### src/rtl/drum_init_gen_pkg.sv
// Shared types and helpers for the drum mesh initial-condition generator.
package drum_init_pkg;

    localparam int NODE_W = 18;
    localparam logic [NODE_W-1:0] ONE_HALF = 18'h10000;

    typedef enum logic [1:0] {
        PYRAMID = 2'd0,
        FLAT    = 2'd1,
        ZERO    = 2'd2,
        IMPULSE = 2'd3
    } init_mode_t;

    typedef enum logic [1:0] {
        S_IDLE,
        S_DIV,
        S_STREAM,
        S_DONE
    } gen_state_t;

    // Distance of a node from the nearest grid edge; edge nodes are ring 0.
    function automatic int ring_dist(input int row, input int col, input int rows, input int cols);
        int d;
        d = row;
        if (col < d)             d = col;
        if (rows - 1 - row < d)  d = rows - 1 - row;
        if (cols - 1 - col < d)  d = cols - 1 - col;
        return d;
    endfunction

endpackage

### src/rtl/drum_init_gen_if.sv
// Node stream from the generator to the mesh loader, valid/ready handshake.
interface drum_init_gen_if #(
    parameter int DATA_W = 18,
    parameter int IDX_W  = 10
);
    logic              out_valid;
    logic              out_ready;
    logic [IDX_W-1:0]  out_row;
    logic [IDX_W-1:0]  out_col;
    logic [DATA_W-1:0] out_value;
    logic              out_last;

    modport master (output out_valid, out_row, out_col, out_value, out_last, input out_ready);
    modport slave  (input out_valid, out_row, out_col, out_value, out_last, output out_ready);
endinterface

### src/rtl/drum_init_gen_divider.sv
// Unsigned restoring divider, one quotient bit per cycle, round-half-up result.
module drum_init_divider #(
    parameter int DATA_W = 18
) (
    input  logic              clk,
    input  logic              reset_n,
    input  logic              i_start,
    input  logic [DATA_W-1:0] i_dividend,
    input  logic [DATA_W-1:0] i_divisor,
    output logic              o_done,
    output logic [DATA_W-1:0] o_quotient
);
    localparam int CNT_W = $clog2(DATA_W + 1);

    logic              r_active;
    logic [CNT_W-1:0]  r_cnt;
    logic [DATA_W-1:0] r_rem;
    logic [DATA_W-1:0] r_quo;
    logic [DATA_W-1:0] r_div;
    logic [DATA_W:0]   w_rem_shift;
    logic [DATA_W:0]   w_diff;
    logic              w_ge;
    logic              w_round;

    assign w_rem_shift = {r_rem, r_quo[DATA_W-1]};
    assign w_ge        = w_rem_shift >= {1'b0, r_div};
    assign w_diff      = w_rem_shift - {1'b0, r_div};
    assign w_round     = {r_rem, 1'b0} >= {1'b0, r_div};
    assign o_done      = r_active && (r_cnt == CNT_W'(DATA_W));
    assign o_quotient  = r_quo + DATA_W'(w_round);

    // NOTE: state registers use non-blocking assignments so every flop samples pre-edge values.
    always_ff @(posedge clk or negedge reset_n) begin
        if (!reset_n) begin
            r_active <= 1'b0;
            r_cnt    <= '0;
            r_rem    <= '0;
            r_quo    <= '0;
            r_div    <= '0;
        end else if (i_start) begin
            r_active <= 1'b1;
            r_cnt    <= '0;
            r_rem    <= '0;
            r_quo    <= i_dividend;
            r_div    <= i_divisor;
        end else if (r_active) begin
            if (r_cnt == CNT_W'(DATA_W)) begin
                r_active <= 1'b0;
            end else begin
                r_rem <= w_ge ? w_diff[DATA_W-1:0] : w_rem_shift[DATA_W-1:0];
                r_quo <= {r_quo[DATA_W-2:0], w_ge};
                r_cnt <= r_cnt + CNT_W'(1);
            end
        end
    end
endmodule

### src/rtl/drum_init_gen.sv
// Streams the initial displacement of every drum mesh node in column-major order.
module drum_init_gen
    import drum_init_pkg::*;
#(
    parameter int ROWS   = 30,
    parameter int COLS   = 30,
    parameter int DATA_W = NODE_W,
    parameter int IDX_W  = 10
) (
    input  logic              clk,
    input  logic              reset_n,
    input  logic              start,
    input  logic [1:0]        mode_in,
    input  logic [DATA_W-1:0] peak_in,
    drum_init_gen_if.master   out_if,
    output logic              busy,
    output logic              done
);
    localparam int MAXRING = (((ROWS < COLS) ? ROWS : COLS) - 1) / 2;
    localparam int PROD_W  = DATA_W + IDX_W;

    gen_state_t        r_state, w_next_state;
    init_mode_t        r_mode;
    logic [DATA_W-1:0] r_peak;
    logic [IDX_W-1:0]  r_row, r_col;
    logic              r_valid, r_last;
    logic [IDX_W-1:0]  r_out_row, r_out_col;
    logic [DATA_W-1:0] r_out_value;

    logic              w_start_frame, w_div_done, w_accept, w_load, w_frame_end;
    logic              w_is_max, w_is_center, w_node_last;
    logic [DATA_W-1:0] w_step, w_value;
    logic [IDX_W-1:0]  w_ring;
    logic [PROD_W-1:0] w_prod;

    drum_init_divider #(.DATA_W(DATA_W)) u_div (
        .clk        (clk),
        .reset_n    (reset_n),
        .i_start    (w_start_frame),
        .i_dividend (peak_in),
        .i_divisor  (DATA_W'(MAXRING)),
        .o_done     (w_div_done),
        .o_quotient (w_step)
    );

    assign w_start_frame = (r_state == S_IDLE) && start;
    assign w_accept      = r_valid && out_if.out_ready;
    assign w_frame_end   = (r_state == S_STREAM) && w_accept && r_last;
    assign w_load        = ((r_state == S_DIV) && w_div_done)
                         || ((r_state == S_STREAM) && w_accept && !r_last);

    // r_row/r_col address the node that will be loaded next into the output register.
    assign w_ring      = IDX_W'(ring_dist(int'(r_row), int'(r_col), ROWS, COLS));
    assign w_prod      = PROD_W'(w_ring) * PROD_W'(w_step);
    assign w_is_max    = w_ring == IDX_W'(MAXRING);
    assign w_is_center = (r_row == IDX_W'(ROWS / 2)) && (r_col == IDX_W'(COLS / 2));
    assign w_node_last = (r_row == IDX_W'(ROWS - 1)) && (r_col == IDX_W'(COLS - 1));

    // NOTE: every always_comb output gets a default first, so no path can infer a latch.
    always_comb begin
        w_value = '0;
        case (r_mode)
            PYRAMID: begin
                if (w_is_max)                        w_value = r_peak;
                else if (w_prod > PROD_W'(r_peak))   w_value = r_peak;
                else                                 w_value = w_prod[DATA_W-1:0];
            end
            FLAT:    w_value = r_peak;
            ZERO:    w_value = '0;
            IMPULSE: if (w_is_center) w_value = r_peak;
            default: w_value = '0;
        endcase
        if (w_ring == '0) w_value = '0;
    end

    always_comb begin
        w_next_state = r_state;
        case (r_state)
            S_IDLE:   if (start)       w_next_state = S_DIV;
            S_DIV:    if (w_div_done)  w_next_state = S_STREAM;
            S_STREAM: if (w_frame_end) w_next_state = S_DONE;
            S_DONE:                    w_next_state = S_IDLE;
            default:                   w_next_state = S_IDLE;
        endcase
    end

    always_ff @(posedge clk or negedge reset_n) begin
        if (!reset_n) r_state <= S_IDLE;
        else          r_state <= w_next_state;
    end

    always_ff @(posedge clk or negedge reset_n) begin
        if (!reset_n) begin
            r_mode <= PYRAMID;
            r_peak <= '0;
            r_row  <= '0;
            r_col  <= '0;
        end else if (w_start_frame) begin
            r_mode <= init_mode_t'(mode_in);
            r_peak <= peak_in;
            r_row  <= '0;
            r_col  <= '0;
        end else if (w_load) begin
            if (r_row == IDX_W'(ROWS - 1)) begin
                r_row <= '0;
                r_col <= r_col + IDX_W'(1);
            end else begin
                r_row <= r_row + IDX_W'(1);
            end
        end
    end

    always_ff @(posedge clk or negedge reset_n) begin
        if (!reset_n) begin
            r_valid     <= 1'b0;
            r_last      <= 1'b0;
            r_out_row   <= '0;
            r_out_col   <= '0;
            r_out_value <= '0;
        end else if (w_load) begin
            r_valid     <= 1'b1;
            r_last      <= w_node_last;
            r_out_row   <= r_row;
            r_out_col   <= r_col;
            r_out_value <= w_value;
        end else if (w_frame_end) begin
            r_valid     <= 1'b0;
        end
    end

    assign out_if.out_valid = r_valid;
    assign out_if.out_last  = r_last;
    assign out_if.out_row   = r_out_row;
    assign out_if.out_col   = r_out_col;
    assign out_if.out_value = r_out_value;
    assign busy             = r_state != S_IDLE;
    assign done             = r_state == S_DONE;
endmodule

### src/flat_wrapper.sv
// flat-port wrapper written by rule: the top's interface ports become plain ports
module drum_init_gen_flat import drum_init_pkg::*;
#(
    parameter int ROWS   = 30,
    parameter int COLS   = 30,
    parameter int DATA_W = NODE_W,
    parameter int IDX_W  = 10
)
  (clk, reset_n, start, mode_in, peak_in, busy, done, out_if_out_valid, out_if_out_row, out_if_out_col, out_if_out_value, out_if_out_last, out_if_out_ready);
  drum_init_gen_if #(.DATA_W(DATA_W), .IDX_W(IDX_W)) out_if_i ();
  input  logic clk;
  input  logic reset_n;
  input  logic start;
  input  logic [1:0] mode_in;
  input  logic [DATA_W-1:0] peak_in;
  output logic busy;
  output logic done;
  output wire logic [$bits(out_if_i.out_valid)-1:0] out_if_out_valid;
  output wire logic [$bits(out_if_i.out_row)-1:0] out_if_out_row;
  output wire logic [$bits(out_if_i.out_col)-1:0] out_if_out_col;
  output wire logic [$bits(out_if_i.out_value)-1:0] out_if_out_value;
  output wire logic [$bits(out_if_i.out_last)-1:0] out_if_out_last;
  input wire logic [$bits(out_if_i.out_ready)-1:0] out_if_out_ready;
  assign out_if_out_valid = out_if_i.out_valid;
  assign out_if_out_row = out_if_i.out_row;
  assign out_if_out_col = out_if_i.out_col;
  assign out_if_out_value = out_if_i.out_value;
  assign out_if_out_last = out_if_i.out_last;
  assign out_if_i.out_ready = out_if_out_ready;
  drum_init_gen #(.ROWS(ROWS), .COLS(COLS), .DATA_W(DATA_W), .IDX_W(IDX_W)) u_core (.clk(clk), .reset_n(reset_n), .start(start), .mode_in(mode_in), .peak_in(peak_in), .out_if(out_if_i), .busy(busy), .done(done));
endmodule
### config.mk
export PLATFORM = sky130hd
export DESIGN_NAME = drum_init_gen_flat
export DESIGN_NICKNAME = d
export VERILOG_FILES = /design/src/rtl/drum_init_gen_pkg.sv /design/src/rtl/drum_init_gen_if.sv /design/src/rtl/drum_init_gen_divider.sv /design/src/rtl/drum_init_gen.sv /design/src/flat_wrapper.sv
export SDC_FILE = /design/constraint.sdc
export NUM_CORES = 1
export LEC_CHECK = 0
export ABC_CLOCK_PERIOD_IN_PS = 31000
export CAP_MARGIN = 20
export CORE_ASPECT_RATIO = 2
export CORE_MARGIN = 3
export CORE_UTILIZATION = 33
export CTS_CLUSTER_DIAMETER = 60
export DETAILED_ROUTE_END_ITERATION = 8
export GPL_TIMING_DRIVEN = 0
export PLACE_DENSITY = 0.59
export SLEW_MARGIN = 5
export SYNTH_ARGS = -nofsm -noshare
export SYNTH_HDL_FRONTEND = slang
export SYNTH_HIERARCHICAL = 1
export SYNTH_SLANG_ARGS = --single-unit
### constraint.sdc
create_clock -name clk -period 31 [get_ports clk]
set_input_delay 9.3 -clock clk [delete_from_list [all_inputs] [get_ports clk]]
set_output_delay 9.3 -clock clk [all_outputs]
set_load 0.005 [all_outputs]
==> run_results.csv <==
group,metric,value,unit
finish,postLayoutCellArea,17600,µm²
synthesis,yosysWarnings,6,
clocking,clkTransAtPathRegs,0.06,ns
synthesis,synthDistinctLibCells,91,
clocking,cts_buffers,17,
finish,antenna_cells,0,
floorplan,die-width,159,µm
route,vias,13264,
place,dp_hpwl,40000,µm
timing,period_minus_slack,17.26,ns
synthesis,synth-simple-area-share,18.9,%
route,remaining_drc_errors,0,
finish,final_common_cell,"nand2_1",
synthesis,postSynthCellCount,1777,
clocking,clk-insertion-delay-late,0.42,ns
place,io_buffers,65,
critical_path,cp_max_fo,10,
run_status,status,"finished clean",
timing,finalMaxSlewViolations,0,
route,routed_wl,48700,µm
timing,post-route-period-util,55.7,%
route,routed_via_density,5.28,
timing,fin_tns_setup,0,ns
critical_path,cp.required,31.35,ns
critical_path,crit_type,"register to register",
floorplan,fp.dieH,312,µm
clocking,cts.sinks,142,
floorplan,ios,66,
timing,hold_ws,0.469,ns
synthesis,synth_compound_area_share,15.5,%
place,dpl_cell_area,17000,µm²
synthesis,synthMuxAreaShare,2.72,%
global_route,grtUsageMet1,18.7,%
synthesis,synthAdderAreaFrac,28.2,%
timing,setup_viol_count_final,0,
synthesis,synth-seq-area-share,23.1,%
floorplan,rows,111,
timing,relSlewSlack,30.3,%
clocking,cts_buffer_depth,2,
global_route,busiest_layer,"met2",
synthesis,synth_edf_count,0,
job,drv_cap,0,
timing,max_slew.worst_pin.slew,1.04,ns
clocking,postCtsHoldBufs,0,
critical_path,critPathCaptureType,"register",
finish,nets,2177,
synthesis,synth_top_family_by_area,"adder cells",
critical_path,worst-path-buf-inv,11,
global_route,grt_max_degree,86,
route,postRouteAntennaNets,0,
route,drt-initial-drc-count,730,
route,firstDrtPassIters,5,
worst_hold_path,hp-class,"register to register",
power_and_ir_drop,ir_worst_vdd,69.4,µV
critical_path,cp-start-kind,"register",
power_and_ir_drop,cellLeakagePower,8.62,nW
global_route,grt_pass1_vias,14378,
clocking,cts_tree,"yes",
critical_path,crit_family,"simple AND/OR/NAND/NOR gates",
global_route,overflow,0,
global_route,grt_pass1_wl,77700,µm
finish,final_cell_mix,"257 x nand2_1, 198 x inv_1, 144 x ha_1",
critical_path,crit_slowest_cell,"nor2_1",
critical_path,cp.arrival,17.61,ns
global_route,global_route.usage.met2,39.8,%
timing,clock.fmax,0.0579,GHz
clocking,cts_root_buf,"clkbuf_16",
synthesis,synth.avg_cell_area,8.67,µm²
global_route,grt_usage,19.8,%
synthesis,synth_xor_area_share,4.32,%
clocking,post-cts-setup-buffers,0,
place,gp_congestion,0.933,
timing,skew,0.00952,ns
global_route,globalRouteMet3Util,2.29,%
floorplan,die_area,49500,µm²
clocking,htreeDepth,4,
synthesis,synth_flop_cell,"dfrtp_1",
route,avgRoutedWirePerCell,19.4,µm
floorplan,core,46000,µm²
floorplan,start_util,33.5,%
synthesis,netlist_area,15400,µm²
finish,layout-drive-gt1-share,4.28,%
global_route,grt_antenna_before_repair,1,
synthesis,ys_seq_elements,142,
finish,area_growth_syn_to_layout,13.9,%
clocking,cts_resized,0,
synthesis,async_flop_share,100,%
power_and_ir_drop,p_per_area,69.9,nW/µm²
timing,rsz0062_at_grt,"false",
critical_path,max_stage_delay,0.81,ns
timing,finalHoldViolations,0,
==> final timing paths <==
| path | start | end | slack, ns | cells past startpoint |
|---|---|---|---|---|
| setup reg to reg | u_core/r_row[6]$_DFFE_PN0P_ | u_core/out_if.out_value[17]$_DFFE_PN0P_ | 13.74 | 59 |
| hold reg to reg | u_core/out_if.out_col[6]$_DFFE_PN0P_ | u_core/out_if.out_col[6]$_DFFE_PN0P_ | 0.47 | 2 |
| hold / removal | u_core/out_if.out_col[6]$_DFFE_PN0P_ | u_core/out_if.out_col[6]$_DFFE_PN0P_ | 0.47 | 2 |
| min in group asynchronous | reset_n | u_core/u_div/r_div[5]$_DFFE_PN0P_ | 8.82 | 1 |
| max in group asynchronous | reset_n | u_core/out_if.out_last$_DFFE_PN0P_ | 21.37 | 2 |
| setup / recovery | u_core/r_row[6]$_DFFE_PN0P_ | u_core/out_if.out_value[17]$_DFFE_PN0P_ | 13.74 | 59 |
==> area by class of cell <==
cell class | instances | area, µm²
tap | 621 | 777
clock inverter | 9 | 136
buffer | 88 | 380
sequential | 142 | 3550
fill | 4691 | 28400
inverter | 199 | 747
timing repair buffer | 70 | 711
multi-input combinational | 1364 | 10800
clock buffer | 20 | 447
==> sequential cells by signal, summed over array words and instances (netlist names) <==
name	flops
u_core/r_col	10
u_core/out_if.out_valid	1
u_core/out_if.out_value	18
u_core/r_mode	2
u_core/r_peak	18
u_core/out_if.out_col	10
u_core/r_state	2
u_core/r_row	10
u_core/u_div/r_active	1
u_core/u_div/r_rem	18
u_core/out_if.out_last	1
u_core/u_div/r_div	18
u_core/u_div/r_quo	18
u_core/out_if.out_row	10
u_core/u_div/r_cnt	5
==> logic make-up after synthesis <==
kind of cell / after synthesis
buffers and inverters: 287
and+or+nand+nor: 592
AOI/OAI and AO/OA: 366
adders and majority gates: 271
other: 2
muxes: 41
xor gates and xnor gates: 76
DFF: 142
==> synth_stat cells (4+ instances only) <==
cell	instances	share of area [%]
nand2_1	257	6.3
nand3_1	34	1.1
a221o_1	19	1.2
and2_1	93	3.8
nor3_1	9	0.29
nor3b_1	7	0.34
and3_1	31	1.3
a21o_1	17	0.83
a31oi_1	9	0.37
nor2_1	75	1.8
o21ai_0	124	4.0
fa_1	127	16
or3_1	8	0.32
buf_6	6	0.44
and4_1	5	0.28
dfrtp_1	142	23
nand3b_1	4	0.19
inv_1	198	4.8
a21oi_1	89	2.9
xnor2_1	39	2.2
a41oi_1	4	0.23
o21a_1	12	0.58
ha_1	144	12
mux2i_1	34	2.2
clkbuf_1	57	1.4
o31ai_1	8	0.39
o211ai_1	5	0.24
a211oi_1	13	0.63
nand2b_1	6	0.24
nand4_1	22	0.89
o21ai_1	6	0.19
xor2_1	37	2.1
a211o_1	4	0.23
o21bai_1	6	0.29
nor2b_1	14	0.57
a221oi_1	4	0.23
buf_1	21	0.51
mux2_2	7	0.51
==> power breakdown <==
part           leakage (nW)  switching [W]  total [W]  internal (W)
combinational          6.51       0.000421   0.000698      0.000277
sequential             1.83      0.0000590   0.000317      0.000258
clock                 0.279      0.0000839   0.000212      0.000128
==> metrics by stage <==
step / cells / utilization [%] / total power [W] / setup WS, ns
3_3_place_gp: 2479 / 36.8 / 0.00100 / 13.43
5_1_grt: 2513 / 38.2 / 0.00132 / 12.71
2_1_floorplan: 1793 / - / 0.000779 / 17.78
3_5_place_dp: 2484 / 36.9 / 0.00101 / 13.86
6_report: 2513 / 38.2 / 0.00123 / 13.74
4_1_cts: 2513 / 38.2 / 0.00123 / 13.80
==> worst reg2reg max path, delay by kind of cell, from the launching register on <==
| kind | cells | cell delay [ns] |
|---|---|---|
| and+or+nand+nor | 18 | 5.05 |
| AOI/OAI and AO/OA | 19 | 4.65 |
| adders and majority gates | 10 | 4.27 |
| buffers and inverters | 11 | 2.62 |
| DFF | 1 | 0.34 |
| xor gates and xnor gates | 1 | 0.24 |
==> metal layers <==
layer	routed length (µm)	share of wire (%)
met4	3410	7.0
met3	1490	3.0
met5	0	0
met1	16100	33
met2	27700	57
(Power assumes the default switching activity.)
